===== src/rtl/mem_stage_if.sv =====
// Byte-serial memory bus between the MEM stage (master) and the memory controller (slave).
// One byte moves per request; ready pulses for one cycle when the current byte completes.
interface mem_stage_if;
    logic        req;
    logic        wr;
    logic [31:0] addr;
    logic [7:0]  wdata;
    logic [7:0]  rdata;
    logic        ready;

    modport master (output req, output wr, output addr, output wdata,
                    input  rdata, input  ready);
    modport slave  (input  req, input  wr, input  addr, input  wdata,
                    output rdata, output ready);
endinterface


===== src/rtl/mem_stage.sv =====
// MEM stage of the 5-stage RISC-V core: runs loads/stores as byte-serial bus transactions,
// extends load data and passes ALU results through for all other ops.
module mem_stage #(
    parameter logic [5:0] OP_LB  = 6'd20,
    parameter logic [5:0] OP_LH  = 6'd21,
    parameter logic [5:0] OP_LW  = 6'd22,
    parameter logic [5:0] OP_LBU = 6'd23,
    parameter logic [5:0] OP_LHU = 6'd24,
    parameter logic [5:0] OP_SB  = 6'd25,
    parameter logic [5:0] OP_SH  = 6'd26,
    parameter logic [5:0] OP_SW  = 6'd27
) (
    input  logic               clk,
    input  logic               rst,
    input  logic [5:0]         op_in,
    input  logic               status_in,
    input  logic [31:0]        mem_address_in,
    input  logic [31:0]        target_data_in,
    input  logic [4:0]         reg_address_in,
    mem_stage_if.master        mem_bus,
    output logic               wb_en_o,
    output logic [4:0]         wb_addr_o,
    output logic [31:0]        wb_data_o,
    output logic               stall_req_o
);

    typedef enum logic [1:0] {
        ST_IDLE,
        ST_ACCESS,
        ST_DONE
    } state_t;

    state_t      state_q, state_d;
    logic [1:0]  cnt_q, cnt_d;
    logic [31:0] buf_q, buf_d;

    logic        is_mem;
    logic        is_load;
    logic [1:0]  last_idx;
    logic [31:0] load_ext;

    // Decode the op into access kind and index of the final byte (N-1).
    always_comb begin
        is_mem   = 1'b1;
        is_load  = 1'b1;
        last_idx = 2'd0;
        case (op_in)
            OP_LB, OP_LBU: last_idx = 2'd0;
            OP_LH, OP_LHU: last_idx = 2'd1;
            OP_LW:         last_idx = 2'd3;
            OP_SB: begin is_load = 1'b0; last_idx = 2'd0; end
            OP_SH: begin is_load = 1'b0; last_idx = 2'd1; end
            OP_SW: begin is_load = 1'b0; last_idx = 2'd3; end
            default: begin is_mem = 1'b0; is_load = 1'b0; end
        endcase
    end

    always_comb begin
        load_ext = buf_q;
        case (op_in)
            OP_LB:   load_ext = {{24{buf_q[7]}}, buf_q[7:0]};
            OP_LBU:  load_ext = {24'd0, buf_q[7:0]};
            OP_LH:   load_ext = {{16{buf_q[15]}}, buf_q[15:0]};
            OP_LHU:  load_ext = {16'd0, buf_q[15:0]};
            default: load_ext = buf_q;
        endcase
    end

    always_comb begin
        state_d = state_q;
        cnt_d   = cnt_q;
        buf_d   = buf_q;
        case (state_q)
            ST_IDLE: begin
                if (is_mem) begin
                    cnt_d   = 2'd0;
                    buf_d   = 32'd0;
                    state_d = ST_ACCESS;
                end
            end
            ST_ACCESS: begin
                if (mem_bus.ready) begin
                    if (is_load) begin
                        buf_d[{cnt_q, 3'b000} +: 8] = mem_bus.rdata;
                    end
                    cnt_d = cnt_q + 2'd1;
                    if (cnt_q == last_idx) begin
                        state_d = ST_DONE;
                    end
                end
            end
            ST_DONE: state_d = ST_IDLE;
            default: state_d = ST_IDLE;
        endcase
    end

    always_ff @(posedge clk or posedge rst) begin
        if (rst) begin
            state_q <= ST_IDLE;
            cnt_q   <= 2'd0;
            buf_q   <= 32'd0;
        end else begin
            state_q <= state_d;
            cnt_q   <= cnt_d;
            buf_q   <= buf_d;
        end
    end

    // Outputs are gated by rst directly so a reset mid-access drops the request immediately.
    always_comb begin
        mem_bus.req   = 1'b0;
        mem_bus.wr    = 1'b0;
        mem_bus.addr  = 32'd0;
        mem_bus.wdata = 8'd0;
        wb_en_o       = 1'b0;
        wb_addr_o     = 5'd0;
        wb_data_o     = 32'd0;
        stall_req_o   = 1'b0;
        if (!rst) begin
            case (state_q)
                ST_IDLE: begin
                    if (is_mem) begin
                        stall_req_o = 1'b1;
                    end else begin
                        wb_en_o   = status_in;
                        wb_addr_o = reg_address_in;
                        wb_data_o = target_data_in;
                    end
                end
                ST_ACCESS: begin
                    mem_bus.req   = 1'b1;
                    mem_bus.wr    = ~is_load;
                    mem_bus.addr  = mem_address_in + {30'd0, cnt_q};
                    mem_bus.wdata = target_data_in[{cnt_q, 3'b000} +: 8];
                    stall_req_o   = 1'b1;
                end
                ST_DONE: begin
                    if (is_load) begin
                        wb_en_o   = status_in;
                        wb_addr_o = reg_address_in;
                        wb_data_o = load_ext;
                    end
                end
                default: ;
            endcase
        end
    end

endmodule


===== src/flat_wrapper.sv =====
// flat-port wrapper written by rule: the top's interface ports become plain ports
module mem_stage_flat 
#(
    parameter logic [5:0] OP_LB  = 6'd20,
    parameter logic [5:0] OP_LH  = 6'd21,
    parameter logic [5:0] OP_LW  = 6'd22,
    parameter logic [5:0] OP_LBU = 6'd23,
    parameter logic [5:0] OP_LHU = 6'd24,
    parameter logic [5:0] OP_SB  = 6'd25,
    parameter logic [5:0] OP_SH  = 6'd26,
    parameter logic [5:0] OP_SW  = 6'd27
)
  (clk, rst, op_in, status_in, mem_address_in, target_data_in, reg_address_in, wb_en_o, wb_addr_o, wb_data_o, stall_req_o, mem_bus_req, mem_bus_wr, mem_bus_addr, mem_bus_wdata, mem_bus_rdata, mem_bus_ready);
  mem_stage_if mem_bus_i ();
  input  logic clk;
  input  logic rst;
  input  logic [5:0] op_in;
  input  logic status_in;
  input  logic [31:0] mem_address_in;
  input  logic [31:0] target_data_in;
  input  logic [4:0] reg_address_in;
  output logic wb_en_o;
  output logic [4:0] wb_addr_o;
  output logic [31:0] wb_data_o;
  output logic stall_req_o;
  output wire logic [$bits(mem_bus_i.req)-1:0] mem_bus_req;
  output wire logic [$bits(mem_bus_i.wr)-1:0] mem_bus_wr;
  output wire logic [$bits(mem_bus_i.addr)-1:0] mem_bus_addr;
  output wire logic [$bits(mem_bus_i.wdata)-1:0] mem_bus_wdata;
  input wire logic [$bits(mem_bus_i.rdata)-1:0] mem_bus_rdata;
  input wire logic [$bits(mem_bus_i.ready)-1:0] mem_bus_ready;
  assign mem_bus_req = mem_bus_i.req;
  assign mem_bus_wr = mem_bus_i.wr;
  assign mem_bus_addr = mem_bus_i.addr;
  assign mem_bus_wdata = mem_bus_i.wdata;
  assign mem_bus_i.rdata = mem_bus_rdata;
  assign mem_bus_i.ready = mem_bus_ready;
  mem_stage #(.OP_LB(OP_LB), .OP_LH(OP_LH), .OP_LW(OP_LW), .OP_LBU(OP_LBU), .OP_LHU(OP_LHU), .OP_SB(OP_SB), .OP_SH(OP_SH), .OP_SW(OP_SW)) u_core (.clk(clk), .rst(rst), .op_in(op_in), .status_in(status_in), .mem_address_in(mem_address_in), .target_data_in(target_data_in), .reg_address_in(reg_address_in), .mem_bus(mem_bus_i), .wb_en_o(wb_en_o), .wb_addr_o(wb_addr_o), .wb_data_o(wb_data_o), .stall_req_o(stall_req_o));
endmodule

===== config.mk =====
export PLATFORM = sky130hd
export DESIGN_NAME = mem_stage_flat
export DESIGN_NICKNAME = d
export VERILOG_FILES = /design/src/rtl/mem_stage_if.sv /design/src/rtl/mem_stage.sv /design/src/flat_wrapper.sv
export SDC_FILE = /design/constraint.sdc
export NUM_CORES = 1
export LEC_CHECK = 0
export CORE_MARGIN = 5
export CORE_UTILIZATION = 40
export CTS_CLUSTER_DIAMETER = 150
export DETAILED_ROUTE_END_ITERATION = 8
export PLACE_DENSITY = 0.75
export SLEW_MARGIN = 10
export SYNTH_ARGS = -nofsm -noshare
export SYNTH_HDL_FRONTEND = slang
export SYNTH_SLANG_ARGS = --single-unit
export TNS_END_PERCENT = 50

===== constraint.sdc =====
create_clock -name clk -period 4.4 [get_ports clk]
set_clock_uncertainty 0.15 [all_clocks]
set_input_delay 0.88 -clock clk [delete_from_list [all_inputs] [get_ports clk]]
set_output_delay 0.88 -clock clk [all_outputs]
set_load 0.02 [all_outputs]

Yosys cells after proc, flatten, opt, wreduce, memory -nomap -nowiden
Index checks and enable logic that the tools add are counted.
- flip-flop bits (word level): 36
- input bits: 87
- output and inout port bits: 81
- word-level logic and storage cells: 73
- $add $sub $neg: 3
- equal/unequal tests: 15
- shifts and indexed selects: 3
- multiplexer cells: 39
- bitwise gates (word level): 1
- reductions and logical operators: 9
- operators by type and width (cell ; count):
    $mux 32 ; 8
    $pmux 32 s2 ; 2
    $pmux 32 s4 ; 1
    $eq 6x5->1 const B ; 8
    $add 32x2->32 ; 1
    $bwmux 32 ; 1
    $shift 8x7->32 const A ; 1
    $shiftx 32x6->8 ; 1
    $shiftx 8x7->32 ; 1
    $mux 8 ; 2
    $mux 5 ; 3
    $pmux 2 s2 ; 3
    $mux 1 ; 11
    $mux 2 ; 5
    $pmux 5 s2 ; 1
    $reduce_or 8->1 ; 1
    $neg 5->7 ; 1
    $ne 2x1->1 const B ; 3
    $reduce_and 3->1 ; 2
    $reduce_or 5->1 ; 1
    $pmux 1 s2 ; 2
    $reduce_and 4->1 ; 1
    $reduce_or 3->1 ; 1
    $add 2x1->2 const B ; 1
    8 further kinds ; 8

Depth between registers and ports, before layout
Gate-level depths: netlist of run 1.
- word-level depth: 7
- gate-level depth with buffers: 7
- depth with buffers taken out: 6

Worst setup path after synthesis of run 1
OpenSTA, ideal clock, no wires.
- path kind: input port to output port
- start: input rst
- end: output mem_bus_addr[10]
- arrival time: 2635 ps
- path slack: 735 ps
- stages on the path: 5
- path buffers: 2
- path through: inv_1 > nand2b_1 > clkbuf_1 > clkbuf_1 > nor2_1
- longest elaborated chain between the ends: 1
- ends and longest elaborated chain (what ; line ; source):
    start, declared ; flat_wrapper.sv:16 ; input logic rst;
    $mux 32 ; mem_stage.sv:119 ; if (!rst) begin
    end, declared ; flat_wrapper.sv:28 ; output wire logic [$bits(mem_bus_i.addr)-1:0] mem_bus_addr;
No other way between the ends.

Worst setup path after layout of run 1
- start: input op_in[1]
- end: output wb_data_o[14]
- longest elaborated chain between the ends: 6
- elaborated cells on any way between the ends: 17
- ends and longest elaborated chain (what ; line ; source):
    start, declared ; flat_wrapper.sv:17 ; input logic [5:0] op_in;
    $eq 6x5->1, on equally long branches ; mem_stage.sv:47, mem_stage.sv:60 ;
    $reduce_or 8->1 (no line) or $reduce_or 5->1 (tied branches) ; n/a ;
    $mux 1 ; mem_stage.sv:47 ; case (op_in)
    $mux 32, on equally long branches ; mem_stage.sv:122, mem_stage.sv:138 ;
    $pmux 32 s2 * ; mem_stage.sv:120 ; case (state_q)
    $mux 32 * ; mem_stage.sv:119 ;
    end, declared ; flat_wrapper.sv:24 ; output logic [31:0] wb_data_o;
Mark *: on every way between the ends. The rest lies on a longest branch, timed or not.

==> results.md, run 1 <==
- Along the worst path, the maximum fanout reaches 9.
- Cell internal power was estimated by the tool at around 0.0011 W.
- For this run, the detailed router's first-pass iteration total came to 5.
- Registers take roughly 900 um2.
- The via count of the first global-routing pass is around 4.7k.
- The share of the core filled with cells is 0.631.
- Static timing analysis puts the maximum clock frequency at 0.231 GHz.
- Each instance of the synthesized netlist takes up on average between 7 and 8 um2.
- The first global-routing pass estimated approximately 23,000 um of wire.
- The worst-case IR drop observed on VDD is roughly 0.18 mV.
- The vias after detailed routing is 4,556.
- Leaving out fill and tap cells, the most frequent cells in the layout are 131 x clkdlybuf4s50_1, 70 x nand2_1, 52 x a21oi_1, 52 x buf_4, 42 x inv_1.
- The routed wire length is 14,400 um.
- The total DRC errors in the routed layout is 0.
- Setup slack on the critical path of the routed design comes to 0.0771 ns.
- For this block, the initial DRC count from the detailed router was between 300 and 400.
- The kind of end point of the critical path is an output pin.
- Across every metal layer, demand over resource in global routing totals 0.238.
- Data arrives at the worst endpoint at approximately 3.3 ns.
- The sequential-to-total area share from yosys stat is 0.230.
- The met2 global-route usage is 0.425.
- The layer flagged by global routing as most heavily used is met2.
- The number of failing setup endpoints in the final timing report is 0.
- The number of antenna diodes in the final layout is 0.
- The clock tree root buffer cell is clkbuf_8.
- The cell leakage power is ~2.7 nW.
- Compared with the post-synthesis result, the final layout area differs by 55.5%.
- The leading cell type in the layout, fill and taps excluded is clkdlybuf4s50_1.
- The number of hold violations in the final report is 0.
- The final layout contains 779 nets.
- Dividing the detail-routed wire length by the instance count gives around 18 um.
- The share of total power dissipated in the clock network is 0.110.
- In this run the power spent charging and discharging nets is roughly 0.00090 W.
- The gate count after technology mapping is ~490.
- The flow ran to the end, and the final reports show no timing, DRC or antenna violations.
- Setup repair after global routing left no endpoint under its margin.
- The later pin in the worst-skew pair is clocked with a latency of between 0.2 and 0.3 ns.
- For met1 alone, demand over resource in global routing was 0.284.
- The clock drives 36 sinks.
- The number of nets produced by synthesis is a little under 600.
- The met3 layer usage reported by global route is 0.0491.
- The final period utilization is 0.982.
- Timing analysis after detailed placement gives a worst setup slack of -0.105 ns.
- Pin placement for this block handled about 170 I/O pins.
- In this run the tool buffered the top-level ports with about 170 buffer cells.
- The vertical extent of the die is 109 um.
- The total area inside the core boundary comes to ~9600 um2.
- The worst slew margin relative to its limit is 0.520.
- Of the cells placed in the final design, the portion with a size suffix greater than 1 is 0.146.
- The total congestion overflow after global routing is 0.
- The power share of the combinational group is 0.673.
- Buffers inserted to repair hold after CTS numbered 0.
- The initial antenna violation count is 0.
- After synthesis, the share of flip-flops with an asynchronous set or reset is 1.00.
- Counting distinct cell types in the post-synthesis netlist gives between 60 and 70.
- The power per unit of standard cell area is around 330 nW/um2.
- Entering global routing, the biggest net connects 37 pins.
- Buffers inserted during clock tree synthesis total 5.
- After floorplanning, the core was divided into 36 placement rows.
- The CTS tree is yes.
- The clock period minus final worst setup slack is roughly 4.3 ns.
- The leading register cell type out of synthesis is dfrtp_1.
- The data required time of the worst path is 3.37 ns.
- In this run the deepest clock path goes through 2 buffers.
- The weighted congestion reported at the end of routability-driven placement is roughly 0.95.
- The count of antenna-violating nets left after detailed routing is 0.
- The CTS clock-pin slew for the worst setup and hold paths is ~0.07 ns.
- The launching element type of the critical path is an input pin.
- Synthesis inferred 36 register bits.
- The worst hold margin is about 0.37 ns.
- The max-slew violation count came to 0.
- The mapped netlist covers 3910 um2.
- The multi-input combinational cell area is ~2700 um2.
- During synthesis, Yosys emitted a total of 0 warnings.
- Detailed placement ended at an HPWL of between 10,000 and 15,000 um.
- The initial utilization of the core area, before any placement, comes to 0.406.
- The total die area is approximately 12,000 um2.
- The die extent in x is between 100 and 150 um.
- The worst hold-check path type is reg -> reg.
- By startpoint and endpoint, the worst setup path is classified as in -> out.
- The switching share of power is 0.451.
- The pin slew with the least headroom to its limit is between 0.7 and 0.8 ns.
- The max-capacitance violation count is 0.
- The layout has 858 filler cells.
- The total negative setup slack is 0 ns.
- The number of vias per cell after detailed routing is between 5 and 6.
- The H-tree was split into 2 levels.
- The synthesized design contains 0 enable-type register cells.
- The share of power burned in registers is 0.217.
final timing paths:
kind	cells past startpoint	endpoint	startpoint	slack, ns
hold / removal	2	u_core.buf_q[18]	u_core.buf_q[18]	0.37
setup reg to reg	7	u_core.buf_q[20]	u_core.cnt_q[0]	2.01
setup / recovery	8	wb_data_o[14]	op_in[1]	0.08
max in group asynchronous	3	u_core.buf_q[9]	rst	2.72
min in group asynchronous	3	u_core.buf_q[3]	rst	1.04
hold reg to reg	2	u_core.buf_q[18]	u_core.buf_q[18]	0.37
worst max-delay path, cell delays in order:
cell and delay, ns:
clkdlybuf4s50_1 0.42, or4b_4 0.59, a211oi_4 0.21, buf_4 0.19, buf_4 0.17, o21ai_2 0.07, a21oi_2 0.12, clkdlybuf4s50_1 0.63
power by group through the flow:
stage	sequential, W	combinational, W	clock, W
2_1_floorplan	0.000425	0.000805	0
4_1_cts	0.000430	0.00134	0.000220
5_1_grt	0.000439	0.00144	0.000235
3_3_place_gp	0.000434	0.00134	0
6_report	0.000430	0.00134	0.000219
3_5_place_dp	0.000436	0.00136	0
synthesized netlist by cell type (10+ instances only):
master | instances | share of area
clkbuf_1 | 20 | 0.019
mux2i_1 | 34 | 0.087
nand2_1 | 70 | 0.067
nand3_1 | 11 | 0.014
nor2b_1 | 10 | 0.016
o31ai_2 | 10 | 0.032
dfrtp_1 | 36 | 0.23
o21ai_0 | 13 | 0.017
nor2_1 | 23 | 0.022
o31ai_1 | 16 | 0.031
inv_1 | 42 | 0.040
a21oi_1 | 52 | 0.067
per-stage QoR:
step	total power, W	std cells	area [um2]
detailed placement	0.00179	810	6000
floorplan	0.00123	491	3910
global route	0.00211	816	6080
CTS	0.00199	816	6050
finish	0.00199	816	6080
global placement	0.00177	810	6000
area by class of cell:
type / count / area share
tap: 133 / 0.0274
inverter: 42 / 0.0259
sequential: 36 / 0.148
multi-input combinational: 379 / 0.442
timing repair buffer: 221 / 0.345
clock buffer: 5 / 0.0113
cells by family after synthesis:
kind of cell,share of synthesized area
compound gates,0.227
xor+xnor,0.0336
fa+ha+maj,0.0243
buf+inv,0.0848
flops,0.230
mux,0.133
simple gates,0.267
sequential cells by signal, summed over array words and instances, names as in the netlist:
name and count:
u_core.buf_q 32, u_core.state_q 2, u_core.cnt_q 2
per-layer routing:
| layer | wire (um) | part of all wire |
|---|---|---|
| met1 | 5630 | 0.39 |
| met4 | 347 | 0.024 |
| met3 | 1270 | 0.088 |
| met2 | 7140 | 0.50 |
| met5 | 0 | 0 |
what timing repair did:
action                                  in CTS  in global routing
endpoints found under the setup margin      41                 27
buffers inserted                             1                  0
pin swaps                                    1                  0
resized for setup                           26                 13
Note: power is estimated with default switching activity, not from simulation.
==> run 2: changes to the inputs <==
Settings changed: CELL_PAD_IN_SITES_DETAIL_PLACEMENT set to 1, CELL_PAD_IN_SITES_GLOBAL_PLACEMENT set to 2, CORE_UTILIZATION 40 to 25, PLACE_DENSITY 0.75 to 0.85.
==> run 2 against run 1 <==
- worst hold slack gained 0.0056 ns
- worst setup slack lost 0.0067 ns
- sequential power is essentially flat
- cell area grew 3.7%
- final cell count grew 9.7%
- wire length grew 22%
- die area grew 54%
- total power grew 12%
- sequential share of layout area shrank 0.53 points
- fmax shrank 0.15%
- non-clock buffer count shrank 2
- critical path type unchanged
- highest routed layer unchanged
==> results.md, run 2 (synthesized netlist as in run 1, its figures left out) <==
- The flow ran to the end, and the final reports show no timing, DRC or antenna violations.
- The H-tree was split into 2 levels.
- The count of buffers added on input and output ports is about 170.
- After detailed routing, the average wire length per cell comes to just under 20 um.
- The library cell used most frequently in the layout, excluding fill and tap cells, is clkdlybuf4s50_1.
- The CTS tree is yes.
- The post-DP HPWL is roughly 14,000 um.
- From left edge to right edge, the die measures 135 um.
- Across every metal layer, demand over resource in global routing totals 0.186.
- The via count of the first global-routing pass was between 4k and 5k.
- The area growth from synthesis to layout is 61.2%.
- In this run, CTS created clock tree buffers numbering 5.
- The congestion estimate from routability-driven global placement came to ~0.85.
- The number of flip-flops under the largest register name is 32.
- Once detail routing completed, the nets flagged for antenna violations numbered 0.
- The finished cells cover about 6300 um2.
- The worst hold-check path type is reg -> reg.
- The worst setup path is captured at an output pin.
- The launching element type of the critical path is an input pin.
- In the final timing run, aggregate negative setup slack is 0 ns.
- Measured against its own limit, the worst slew margin works out to 0.283.
- The initialized floorplan defines 45 standard-cell rows.
- Entering global routing, the biggest net connects 37 pins.
- The initial antenna violation count is 0.
- The worst setup path is of the in -> out kind.
- The first-pass GRT wire length is roughly 27,000 um.
- The count of TritonRoute iterations in the first routing pass is 4.
- The largest driver fanout on the critical path is 6.
- The worst hold margin is 0.377 ns.
- The largest registers in the layout are u_core.buf_q: 32 flops, u_core.cnt_q: 2 flops, u_core.state_q: 2 flops.
- The core box area is around 15,000 um2.
- At the pin with the least slew margin, the transition time is about 1.1 ns.
- Excluding fillers, the count of instances in the completed layout stands at 895.
- Post-CTS repair changed the size of 30 cells.
- Summed over all layers, the global routing overflow is 0.
- The total die area is ~18,000 um2.
- Clock-pin slew was measured on the worst setup and hold paths at about 0.06 ns.
- In this run the count of I/O pins placed on the die edge is ~170.
- The max-slew violation count was 0.
- The number of failing setup endpoints in the final timing report is 0.
- The clock passes through at most 2 buffers.
- The upper clock frequency limit is between 0.2 and 0.25 GHz.
- For this block, the routed nets add up to 17,600 um of wire.
- The initial core utilization is 0.256.
- The design draws approximately 0.0022 W.
- The initial DRC count is 190.
- The clock period minus final worst setup slack is around 4.3 ns.
- In this run the power density over the cells is 353 nW/um2.
- The clock tree root buffer cell is clkbuf_16.
- The total DRC errors in the routed layout is 0.
- Clock latency on the worst-skew pair, taken at its later pin, is ~0.28 ns.
- The number of hold buffers added after CTS was 0.
- The peak supply drop is ~0.17 mV.
- The final-stage net count is between 700 and 800.
- The number of sinks driven by the clock tree is 36.
- The setup fix buffers added after clock tree synthesis is 0.
- STA puts the critical path data arrival time at 3.30 ns.
- The library cells used most frequently in the layout, excluding fill and tap cells, are 122 x clkdlybuf4s50_1, 70 x nand2_1, 52 x a21oi_1.
- The number of vias per cell after detailed routing is 5.11.
- The number of hold violations in the final report is 0.
- The number of cells after detailed placement is around 890.
- The final period utilization is 0.984.
- The register with the most flip-flops in the final layout is u_core.buf_q.
- The number of antenna cells inserted is 0.
- The max-capacitance violation count is 0.
- In the final layout, the share of cells above drive strength 1 is 0.152.
- In this run the cell area measured after placement is 6110 um2.
- In this run the static leakage power is between 2 and 3 nW.
- The routed layout has between 4k and 5k vias.
- In this run the vertical extent of the chip is approximately 140 um.
- For the worst setup path, the data required time is around 3.4 ns.
-- run 2: cell count changes in the layout (fill, tap and decap cells not counted), sizes merged --
cell,delta
bufinv,+1
clkdlybuf4s50,-9
dlymetal6s2s,+6
buf,-2
clkinv,+1
dlygate4sd2,+3
clkbuf,+1
-- run 2: stage by stage --
| step | worst slack, ns | util |
|---|---|---|
| floorplan | 0.735 | - |
| global placement | -0.142 | 0.400 |
| finish | 0.0704 | 0.413 |
| detailed placement | -0.145 | 0.400 |
| CTS | 0.00548 | 0.409 |
| global route | -0.0166 | 0.413 |
-- run 2: cell type report --
type / count / area [um2]
Tap cell: 211 / 264
Clock buffer: 6 / 129
Clock inverter: 2 / 35.0
Fill cell: 1842 / 8950
Multi-Input combinational cell: 379 / 2710
Inverter: 42 / 158
Timing Repair Buffer: 219 / 2110
Sequential cell: 36 / 901
-- run 2: final timing paths --
check | startpoint | to | slack, ns | cells past startpoint
worst max-delay path | op_in[3] | wb_data_o[15] | 0.07 | 7
worst min-delay path | u_core.buf_q[30] | u_core.buf_q[30] | 0.38 | 2
worst max register to register | u_core.cnt_q[0] | u_core.buf_q[6] | 1.68 | 6
worst min register to register | u_core.buf_q[30] | u_core.buf_q[30] | 0.38 | 2
max in group asynchronous | rst | u_core.buf_q[12] | 2.71 | 3
min in group asynchronous | rst | u_core.buf_q[0] | 1.04 | 3
-- run 2: worst max-delay path, stage by stage --
cell             delay, ns
clkdlybuf4s50_1       0.49
or4b_4                0.53
a211oi_4              0.32
buf_4                 0.21
o21ai_2               0.08
a21oi_2               0.16
clkdlybuf4s50_1       0.63
-- run 2: per-layer routing --
metal / GRT usage / vias to the layer above / wire length [um]
met4: 0.0487 / 0 / 345
met5: 0 / - / 0
met2: 0.338 / 136 / 8950
met3: 0.0309 / 23 / 930
met1: 0.229 / 2270 / 7380
li1: - / 2141 / -
-- run 2: where the power goes --
| part | internal, W | switching (W) |
|---|---|---|
| logic | 0.000603 | 0.000781 |
| registers | 0.000386 | 0.0000440 |
| clock network | 0.000267 | 0.000147 |
